[config.mk]
export PLATFORM = sky130hd
export DESIGN_NAME = speed_round_ctrl_flat
export DESIGN_NICKNAME = d
export VERILOG_FILES = /design/src/rtl/speed_pkg.sv /design/src/rtl/speed_round_ctrl_if.sv /design/src/rtl/speed_round_ctrl_tick_gen.sv /design/src/rtl/speed_round_ctrl.sv /design/src/flat_wrapper.sv
export SDC_FILE = /design/constraint.sdc
export NUM_CORES = 1
export LEC_CHECK = 0
export BUFFER_PORTS_ARGS = -buffer_cell sky130_fd_sc_hd__buf_2
export CAP_MARGIN = 25
export CORE_ASPECT_RATIO = 0.9
export CORE_MARGIN = 8
export CORE_UTILIZATION = 59
export CTS_BUF_LIST = sky130_fd_sc_hd__clkbuf_16
export DETAILED_ROUTE_END_ITERATION = 6
export PLACE_DENSITY = 0.89
export RECOVER_POWER = 100
export SLEW_MARGIN = 40
export SYNTH_ARGS = -nofsm -noshare
export SYNTH_HDL_FRONTEND = slang
export SYNTH_SLANG_ARGS = --single-unit
export TNS_END_PERCENT = 1
[constraint.sdc]
create_clock -name clk -period 2.8 [get_ports clk]
set_clock_uncertainty 0.2 [all_clocks]
set_input_delay 0.28 -clock clk [delete_from_list [all_inputs] [get_ports clk]]
set_output_delay 0.28 -clock clk [all_outputs]
set_load 0.1 [all_outputs]
[src/rtl/speed_pkg.sv]
// Shared state encoding, default timing constants and counter sizing
// for the speed-round controller.
package speed_pkg;

    typedef enum logic [2:0] {
        ST_IDLE      = 3'd0,
        ST_COUNTDOWN = 3'd1,
        ST_ROUND     = 3'd2,
        ST_SETTLE    = 3'd3,
        ST_CLEAR     = 3'd4
    } state_e;

    localparam int unsigned DEF_TICK_DIV        = 10_000_000;
    localparam int unsigned DEF_COUNTDOWN_TICKS = 3;
    localparam int unsigned DEF_ROUND_TICKS     = 5;

    localparam int unsigned COUNTDOWN_W = 4;

    // Bits needed to hold any value in 0..max_val.
    function automatic int unsigned cnt_width(input int unsigned max_val);
        int unsigned w;
        w = 1;
        while ((max_val >> w) != 0) begin
            w = w + 1;
        end
        return w;
    endfunction

endpackage

[src/rtl/speed_round_ctrl_if.sv]
// Request, push-counter flag and status signals of the speed-round controller.
interface speed_round_ctrl_if;
    import speed_pkg::*;

    logic                   start;
    logic                   abort;
    logic                   speed_tie;
    logic                   speed_right;
    logic                   speedRound;
    logic                   speedExit;
    logic [COUNTDOWN_W-1:0] countdown;
    logic                   busy;
    logic                   result_valid;
    logic                   winner_right;
    logic                   winner_tie;

    modport master (
        output start,
        output abort,
        output speed_tie,
        output speed_right,
        input  speedRound,
        input  speedExit,
        input  countdown,
        input  busy,
        input  result_valid,
        input  winner_right,
        input  winner_tie
    );

    modport slave (
        input  start,
        input  abort,
        input  speed_tie,
        input  speed_right,
        output speedRound,
        output speedExit,
        output countdown,
        output busy,
        output result_valid,
        output winner_right,
        output winner_tie
    );

endinterface

[src/rtl/speed_round_ctrl_tick_gen.sv]
// Game-tick prescaler: one-cycle tick every TICK_DIV clocks, restartable
// so each phase begins on a full tick period.
module tick_gen
    import speed_pkg::*;
#(
    parameter int unsigned TICK_DIV = DEF_TICK_DIV
) (
    input  logic clk,
    input  logic rst,
    input  logic restart,
    output logic tick
);

    localparam int unsigned         CNT_W    = cnt_width(TICK_DIV - 1);
    localparam logic [CNT_W-1:0]    CNT_LAST = CNT_W'(TICK_DIV - 1);

    logic [CNT_W-1:0] cnt_q;
    logic [CNT_W-1:0] cnt_d;

    always_comb begin
        tick  = (cnt_q == CNT_LAST);
        cnt_d = cnt_q + 1'b1;
        if (restart || tick) begin
            cnt_d = '0;
        end
    end

    always_ff @(posedge clk or posedge rst) begin
        if (rst) begin
            cnt_q <= '0;
        end else begin
            cnt_q <= cnt_d;
        end
    end

endmodule

[src/rtl/speed_round_ctrl.sv]
// Speed-round sequencer: countdown, timed push-counting window, settle,
// winner latch and push-counter clear pulse.
//
//   state     | meaning
//   ----------+--------------------------------------------------------
//   IDLE      | waiting for start; last result held
//   COUNTDOWN | pre-round countdown, one step per tick
//   ROUND     | speedRound high, pushes being counted
//   SETTLE    | 2 cycles for push-counter flags to catch up
//   CLEAR     | speedExit pulse clears push-counter counts
module speed_round_ctrl
    import speed_pkg::*;
#(
    parameter int unsigned TICK_DIV        = DEF_TICK_DIV,
    parameter int unsigned COUNTDOWN_TICKS = DEF_COUNTDOWN_TICKS,
    parameter int unsigned ROUND_TICKS     = DEF_ROUND_TICKS
) (
    input  logic              clk,
    input  logic              rst,
    speed_round_ctrl_if.slave bus
);

    localparam int unsigned               RND_W   = cnt_width(ROUND_TICKS - 1);
    localparam logic [RND_W-1:0]          RND_LOAD = RND_W'(ROUND_TICKS - 1);
    localparam logic [COUNTDOWN_W-1:0]    CD_LOAD  = COUNTDOWN_W'(COUNTDOWN_TICKS);

    state_e                 state_q, state_d;
    logic [COUNTDOWN_W-1:0] countdown_q, countdown_d;
    logic [RND_W-1:0]       rnd_q, rnd_d;
    logic                   settle_q, settle_d;
    logic                   aborted_q, aborted_d;
    logic                   speed_round_q, speed_round_d;
    logic                   speed_exit_q, speed_exit_d;
    logic                   busy_q, busy_d;
    logic                   result_valid_q, result_valid_d;
    logic                   winner_right_q, winner_right_d;
    logic                   winner_tie_q, winner_tie_d;

    logic tick;
    logic tick_restart;

    tick_gen #(
        .TICK_DIV (TICK_DIV)
    ) u_tick_gen (
        .clk     (clk),
        .rst     (rst),
        .restart (tick_restart),
        .tick    (tick)
    );

    always_comb begin
        state_d        = state_q;
        countdown_d    = countdown_q;
        rnd_d          = rnd_q;
        settle_d       = settle_q;
        aborted_d      = aborted_q;
        result_valid_d = result_valid_q;
        winner_right_d = winner_right_q;
        winner_tie_d   = winner_tie_q;

        case (state_q)
            ST_IDLE: begin
                if (bus.start) begin
                    state_d        = ST_COUNTDOWN;
                    countdown_d    = CD_LOAD;
                    result_valid_d = 1'b0;
                    aborted_d      = 1'b0;
                end
            end
            ST_COUNTDOWN: begin
                // abort is checked first so it beats a coincident tick
                if (bus.abort) begin
                    state_d     = ST_CLEAR;
                    countdown_d = '0;
                    aborted_d   = 1'b1;
                end else if (tick) begin
                    if (countdown_q == COUNTDOWN_W'(1)) begin
                        state_d     = ST_ROUND;
                        countdown_d = '0;
                        rnd_d       = RND_LOAD;
                    end else begin
                        countdown_d = countdown_q - 1'b1;
                    end
                end
            end
            ST_ROUND: begin
                if (bus.abort) begin
                    state_d   = ST_CLEAR;
                    aborted_d = 1'b1;
                end else if (tick) begin
                    if (rnd_q == '0) begin
                        state_d  = ST_SETTLE;
                        settle_d = 1'b0;
                    end else begin
                        rnd_d = rnd_q - 1'b1;
                    end
                end
            end
            ST_SETTLE: begin
                if (bus.abort) begin
                    state_d   = ST_CLEAR;
                    aborted_d = 1'b1;
                end else if (settle_q) begin
                    state_d        = ST_CLEAR;
                    winner_right_d = bus.speed_right;
                    winner_tie_d   = bus.speed_tie;
                end else begin
                    settle_d = 1'b1;
                end
            end
            ST_CLEAR: begin
                state_d = ST_IDLE;
                if (!aborted_q) begin
                    result_valid_d = 1'b1;
                end
            end
            default: begin
                state_d = ST_IDLE;
            end
        endcase

        // Outputs are registered from the next state so they line up with it.
        speed_round_d = (state_d == ST_ROUND);
        speed_exit_d  = (state_d == ST_CLEAR);
        busy_d        = (state_d != ST_IDLE);
        tick_restart  = (state_d != state_q) &&
                        ((state_d == ST_COUNTDOWN) || (state_d == ST_ROUND));
    end

    always_ff @(posedge clk or posedge rst) begin
        if (rst) begin
            state_q        <= ST_IDLE;
            countdown_q    <= '0;
            rnd_q          <= '0;
            settle_q       <= 1'b0;
            aborted_q      <= 1'b0;
            speed_round_q  <= 1'b0;
            speed_exit_q   <= 1'b0;
            busy_q         <= 1'b0;
            result_valid_q <= 1'b0;
            winner_right_q <= 1'b0;
            winner_tie_q   <= 1'b0;
        end else begin
            state_q        <= state_d;
            countdown_q    <= countdown_d;
            rnd_q          <= rnd_d;
            settle_q       <= settle_d;
            aborted_q      <= aborted_d;
            speed_round_q  <= speed_round_d;
            speed_exit_q   <= speed_exit_d;
            busy_q         <= busy_d;
            result_valid_q <= result_valid_d;
            winner_right_q <= winner_right_d;
            winner_tie_q   <= winner_tie_d;
        end
    end

    assign bus.speedRound   = speed_round_q;
    assign bus.speedExit    = speed_exit_q;
    assign bus.countdown    = countdown_q;
    assign bus.busy         = busy_q;
    assign bus.result_valid = result_valid_q;
    assign bus.winner_right = winner_right_q;
    assign bus.winner_tie   = winner_tie_q;

endmodule

[src/flat_wrapper.sv]
// flat-port wrapper written by rule: the top's interface ports become plain ports
module speed_round_ctrl_flat import speed_pkg::*;
#(
    parameter int unsigned TICK_DIV        = DEF_TICK_DIV,
    parameter int unsigned COUNTDOWN_TICKS = DEF_COUNTDOWN_TICKS,
    parameter int unsigned ROUND_TICKS     = DEF_ROUND_TICKS
)
  (clk, rst, bus_start, bus_abort, bus_speed_tie, bus_speed_right, bus_speedRound, bus_speedExit, bus_countdown, bus_busy, bus_result_valid, bus_winner_right, bus_winner_tie);
  speed_round_ctrl_if bus_i ();
  input  logic clk;
  input  logic rst;
  input wire logic [$bits(bus_i.start)-1:0] bus_start;
  input wire logic [$bits(bus_i.abort)-1:0] bus_abort;
  input wire logic [$bits(bus_i.speed_tie)-1:0] bus_speed_tie;
  input wire logic [$bits(bus_i.speed_right)-1:0] bus_speed_right;
  output wire logic [$bits(bus_i.speedRound)-1:0] bus_speedRound;
  output wire logic [$bits(bus_i.speedExit)-1:0] bus_speedExit;
  output wire logic [$bits(bus_i.countdown)-1:0] bus_countdown;
  output wire logic [$bits(bus_i.busy)-1:0] bus_busy;
  output wire logic [$bits(bus_i.result_valid)-1:0] bus_result_valid;
  output wire logic [$bits(bus_i.winner_right)-1:0] bus_winner_right;
  output wire logic [$bits(bus_i.winner_tie)-1:0] bus_winner_tie;
  assign bus_i.start = bus_start;
  assign bus_i.abort = bus_abort;
  assign bus_i.speed_tie = bus_speed_tie;
  assign bus_i.speed_right = bus_speed_right;
  assign bus_speedRound = bus_i.speedRound;
  assign bus_speedExit = bus_i.speedExit;
  assign bus_countdown = bus_i.countdown;
  assign bus_busy = bus_i.busy;
  assign bus_result_valid = bus_i.result_valid;
  assign bus_winner_right = bus_i.winner_right;
  assign bus_winner_tie = bus_i.winner_tie;
  speed_round_ctrl #(.TICK_DIV(TICK_DIV), .COUNTDOWN_TICKS(COUNTDOWN_TICKS), .ROUND_TICKS(ROUND_TICKS)) u_core (.clk(clk), .rst(rst), .bus(bus_i));
endmodule
==> results of run 1 <==
[final timing paths]
| check | start | endpoint | slack (ns) |
|---|---|---|---|
| setup / recovery | u_core.u_tick_gen.cnt_q[9] | u_core.u_tick_gen.cnt_q[10] | 0.36 |
| max in group asynchronous | rst | u_core.u_tick_gen.cnt_q[20] | 1.09 |
| min in group asynchronous | rst | u_core.bus.busy | 0.69 |
| hold / removal | bus_speed_tie | u_core.bus.winner_tie | 0.03 |
| hold reg to reg | u_core.bus.result_valid | u_core.bus.result_valid | 0.29 |
| setup reg to reg | u_core.u_tick_gen.cnt_q[9] | u_core.u_tick_gen.cnt_q[10] | 0.36 |
[state kept, by name (all words and copies together), names as in the netlist, 3 cells and up]
signal                   cells
u_core.u_tick_gen.cnt_q     24
u_core.bus.countdown         4
u_core.rnd_q                 3
u_core.state_q               3
[synthesized netlist by cell type (5+ instances only)]
| cell | number | area, sq um |
|---|---|---|
| nor3_1 | 8 | 40.0 |
| clkbuf_1 | 5 | 18.8 |
| xor2_1 | 16 | 140 |
| nor2_1 | 36 | 135 |
| ha_1 | 5 | 62.6 |
| dfrtp_1 | 42 | 1050 |
| nand2_1 | 19 | 71.3 |
| nand4_1 | 7 | 43.8 |
| xnor2_1 | 6 | 52.6 |
| nand3_1 | 19 | 95.1 |
| o21ai_0 | 6 | 30.0 |
| nor4_1 | 6 | 37.5 |
| inv_1 | 10 | 37.5 |
[logic make-up after synthesis]
kind of cell	Yosys count	synth area share, %
AO/OA/AOI/OAI	23	7.27
XOR/XNOR	22	8.75
adder cells (fa/ha/maj)	5	2.84
buffers and inverters	18	3.24
flip-flops	42	47.7
multiplexers	5	2.61
AND/OR/NAND/NOR	118	27.6
[cell usage in the layout (no fill, tap or decap), drive strengths merged, types with 3 or more instances in the layout]
cell    netlist  routed
mux2          3       3
nand3        19      19
buf           3       9
xnor2         6       6
nor2         36      36
nor3          8       8
nor4          7       7
nand2        19      19
xor2         16      16
ha            5       5
nor3b         3       3
dfrtp        42      42
clkbuf        5      18
nand2b        3       3
inv          10      11
nand4         7       7
o21ai         6       6
nor2b         3       3
a21oi         3       3
[timing repair]
item | 4_1_cts | 5_1_grt
resized for setup | 0 | 0
setup buffers | 0 | 0
hold endpoints to repair | 42 | 0
hold buffers | 1 | 0
[worst max-delay path, cell delays in order (launching register included)]
cell      delay [ns]
dfrtp_1         0.39
nand2_1         0.11
or4_4           0.49
or3_1           0.47
o31ai_2         0.09
clkbuf_2        0.43
nor2_1          0.12
[final cells by class]
class / count / area, sq um
Clock buffer: 5 / 125
Clock inverter: 3 / 12.5
Fill cell: 286 / 1180
Inverter: 10 / 37.5
Multi-Input combinational cell: 173 / 1070
Sequential cell: 42 / 1050
Tap cell: 46 / 57.6
Timing Repair Buffer: 23 / 116
[metal layers]
metal	up-vias	global-route usage (%)	wire (microns)
li1	858	-	-
met1	871	23.2	2180
met2	49	24.7	2080
met3	8	6.16	272
met4	0	7.46	94
met5	-	0	0
[where the power goes]
group / total, uW / switching [uW] / internal, uW / leakage (uW)
combinational: 467 / 354 / 113 / 0.000499
clock: 552 / 230 / 322 / 0.0000724
sequential: 744 / 73.4 / 670 / 0.000556
total: 1760 / 657 / 1110 / 0.00113
[through the flow]
step	hold slack [ns]	util [%]	instance area, sq um	cells
5_1_grt	0.0206	67.8	2470	302
3_5_place_dp	0.262	64.6	2360	293
6_report	0.0275	67.8	2470	302
2_1_floorplan	0.185	-	2200	233
3_3_place_gp	0.233	64.6	2360	293
4_1_cts	0.0205	68.6	2510	302
==> summary.txt, run 1 <==
Clock network
  • CTS Root Cell: clkbuf_16
  • CTS Buffer Depth: 2
  • CTS tree: yes
  • CTS Sinks: 42
  • Reg clk slew, reported paths: around 0.060 ns
  • H-Tree Depth: 2
  • Num CTS Buffers: 5
  • Skew-Pair Late Insertion Delay: 0.29 ns

Finish
  • Diode count: 0
  • Area grow syn2layout: 12.4%
  • Layout cells sized above 1: 8.20%
  • Nets: 266

Floorplanning
  • Initial Util: 60.3%
  • Width of the die: 80.4 microns
  • Row cnt: 21
  • Die Area: 5950 sq um
  • I/O Pins: 16
  • Die Y: 74.0 microns
  • Core area: 3650 sq um

Yosys
  • Sequential area share after synthesis: 47.7%
  • Synth cell types: 43
  • Mapped Cells: 233
  • Yosys reg bits: 42
  • Yosys warnings: 0
  • Post-synth EDFFs: 0
  • Syn avg cell area: around 9.5 sq um
  • Synth Cell Area: 2200 sq um
  • Synth async-reset ratio: 100%
  • Top FF cell, synth: dfrtp_1
  • Net Count, Synth: roughly 240

STA
  • Period utilisation layout: between 80% and 90%
  • Hold Fails Final Rpt: 0
  • Fmax: ~0.4 GHz
  • Setup ws final: 0.358 ns
  • Slew HR: 21.9%
  • Slew Viols, Final: 0
  • RSZ-0062 raised after global routing: false
  • Setup TNS: 0 ns
  • Post-route minimum period: 2.44 ns
  • Final setup violation count: 0
  • Worst Max-Slew Pin Slew: 1.18 ns

Setup path
  • WP data required: about 2.8 ns
  • Worst Reg-to-Reg Cells: 6
  • Max Fanout on Critical Path: 23
  • CP endpoint kind: flop
  • Crit path DAT: 2.39 ns
  • Critical path class: reg2reg
  • Nature of the critical path startpoint: flop

Placed design
  • Port bufs: 15
  • Place WS: between 0.4 and 0.5 ns
  • Routability congestion estimate: 0.914
  • Detail Placement HPWL: around 3.2 mm

Run status
  • Status: complete, no violations

Pwr
  • Lkg Pwr: 0.00113 uW
  • Final Power: 1760 uW
  • Pwr/cell area: 712 nW/um^2
  • Peak VDD IR: 0.000558 V

GRT
  • Vias in the first global route: ~1700
  • Global route overflow: 0
  • Antenna violations before repair: 0
  • Largest net degree at the start of global routing: 43
  • First-pass GRT wire length: 8.09 mm
  • Overall global routing resource usage: 17.4%

Routing
  • Iter 0 DRT Violations: 136
  • DRT Pass-1 Iters: 4
  • Antenna Nets Post-Route: 0
  • Final routed DRC violation total: 0
  • Total Wirelength: 4.62 mm
  • Routed WL per cell: 15.3 microns
  • Vias: 1786
  • Number of vias per cell: ~5.9

Flow run
  • Max-cap viol count: 0

Min path
  • Worst Hold Class: in2reg
  • Worst hold stages: 2
(Power assumes the default switching activity.)
==> inputs of run 2 (changes only) <==
CORE_MARGIN = 10   (was 8)
==> run 2 against run 1 <==
Net effect:
- worst setup slack better by 0.010 ns
- routed wire length grew 4.7%
- global-route usage fell by 2.3 points
- non-clock buffer count is the same
- die area rose by 11%
- clock power is 3% lower
- combinational power decreased by 1%
- hold slack barely moved
- critical path type unchanged
- largest cell class unchanged
==> summary.txt, run 2 (synthesized netlist as in run 1, its figures left out) <==
Run status
  • Status: complete, no violations

GRT
  • Antenna violations before repair: 0
  • Largest net degree at the start of global routing: 43
  • Overall global routing resource usage: 15.0%
  • Global route overflow: 0
  • Vias in the first global route: between 1500 and 2000
  • First-pass GRT wire length: around 8.4 mm

Finish
  • Commonest non-fill, non-tap cell in the layout: dfrtp_1
  • Max FFs per register: 24
  • Most flops, register: u_core.u_tick_gen.cnt_q
  • Area grow syn2layout: 12.3%
  • Commonest non-fill, non-tap cells in the layout: 42 x dfrtp_1, 36 x nor2_1, 19 x nand2_1, 19 x nand3_1, 16 x xor2_1
  • Layout cells sized above 1: 7.06%
  • Fill count: 255
  • Diode count: 0
  • Nets: roughly 270

Routing
  • Antenna Nets Post-Route: 0
  • Routed WL per cell: 16.2 microns
  • Final routed DRC violation total: 0
  • Vias: about 1800
  • Number of vias per cell: approximately 6
  • DRT Pass-1 Iters: 4
  • Iter 0 DRT Violations: 180
  • Total Wirelength: 4.84 mm

Setup path
  • CP cell instances: nand2_1, or4_1, or3_1, o31ai_4, clkbuf_1, nor2_1
  • CP delay by family, top: simple AND/OR/NAND/NOR gates
  • Crit-path slowest cell: or4_1
  • Critical path class: reg2reg
  • Nature of the critical path startpoint: flop
  • Crit path DAT: 2.40 ns
  • WP buf/inv: 1
  • CP endpoint kind: flop
  • WP data required: about 2.8 ns
  • Crit-path max cell delay: 0.52 ns
  • Max Fanout on Critical Path: 17

Clock network
  • CTS Sinks: 42
  • # Post-CTS Setup Buffers: 0
  • CTS tree: yes
  • CTS Root Cell: clkbuf_16
  • Reg clk slew, reported paths: 0.06 ns
  • Skew-Pair Late Insertion Delay: 0.28 ns
  • H-Tree Depth: 2
  • Num CTS Buffers: 5
  • CTS Buffer Depth: 2

STA
  • RSZ-0062 raised after global routing: false
  • Worst Max-Slew Pin Slew: 1.19 ns
  • Post-route minimum period: 2.43 ns
  • Setup TNS: 0 ns
  • Period utilisation layout: 86.9%
  • Min Hold Slack: 0.0270 ns
  • Slew Viols, Final: 0
  • Fmax: 0.411 GHz
  • Slew HR: roughly a fifth
  • Hold Fails Final Rpt: 0
  • Final setup violation count: 0
  • Setup ws final: roughly 0.37 ns

Pwr
  • P_int: 1100 uW
  • Clock Power Share: 30.6%
  • Logic gate share of total power: between 20% and 30%
  • Peak VDD IR: 0.000550 V
  • Net Switching: between 600 and 700 uW
  • Sequential power share: between 40% and 50%
  • Net Sw Frac: 37.5%
  • Lkg Pwr: roughly 0.0011 uW
  • Pwr/cell area: 709 nW/um^2

Min path
  • Worst Hold Class: in2reg

Floorplanning
  • Initial Util: 63.3%
  • Die Area: 6580 sq um
  • Die Y: 78.0 microns
  • Core area: 3480 sq um
  • Width of the die: 84.4 microns
  • Row cnt: 20
  • I/O Pins: 16

Flow run
  • Max-cap viol count: 0

Placed design
  • Detail Placement HPWL: 3.32 mm
  • Port bufs: 15
  • Routability congestion estimate: 0.907
  • Place WS: 0.456 ns
==> run 2: layer usage <==
metal  global-route usage [%]  part of all wire [%]
met3                     4.38                   5.8
met5                        0                     0
met1                     19.6                    47
met2                     22.8                    45
met4                     6.09                   2.1
==> run 2: path summary, 6_finish.rpt <==
kind / from / end / slack, ns / cells past startpoint
setup / recovery: u_core.u_tick_gen.cnt_q[9] / u_core.u_tick_gen.cnt_q[17] / 0.37 / 6
hold / removal: bus_speed_tie / u_core.bus.winner_tie / 0.03 / 2
setup reg to reg: u_core.u_tick_gen.cnt_q[9] / u_core.u_tick_gen.cnt_q[17] / 0.37 / 6
hold reg to reg: u_core.bus.result_valid / u_core.bus.result_valid / 0.32 / 2
max in group asynchronous: rst / u_core.state_q[1] / 1.13 / 4
min in group asynchronous: rst / u_core.u_tick_gen.cnt_q[10] / 0.65 / 4
==> run 2: final cells by class <==
type	instances	area (sq um)	share of cell area [%]
tap	44	55.1	2.23
inverter	10	37.5	1.52
clock buffer	5	125	5.06
sequential	42	1050	42.5
multi-input combinational	173	1090	43.9
clock inverter	2	7.51	0.303
timing repair buffer	23	111	4.50
==> run 2: what timing repair did <==
item,in CTS,in global routing
resized for setup,0,0
hold buffers,1,0
hold endpoints to repair,42,0
==> run 2: power by group through the flow <==
stage,Clock [uW],Sequential (uW),Combinational (uW)
after floorplan,0,905,218
after global placement,0,756,456
after detailed placement,0,761,468
after CTS,537,753,480
after global routing,561,764,504
final,536,758,461
==> run 2: per-stage QoR <==
step                cells  total power [uW]  instance area [sq um]  util [%]
floorplan             233              1120                   2200         -
finish                299              1750                   2470      71.1
global placement      291              1210                   2360      67.7
CTS                   299              1770                   2510      72.1
global route          299              1830                   2470      71.1
detailed placement    291              1230                   2360      68.0
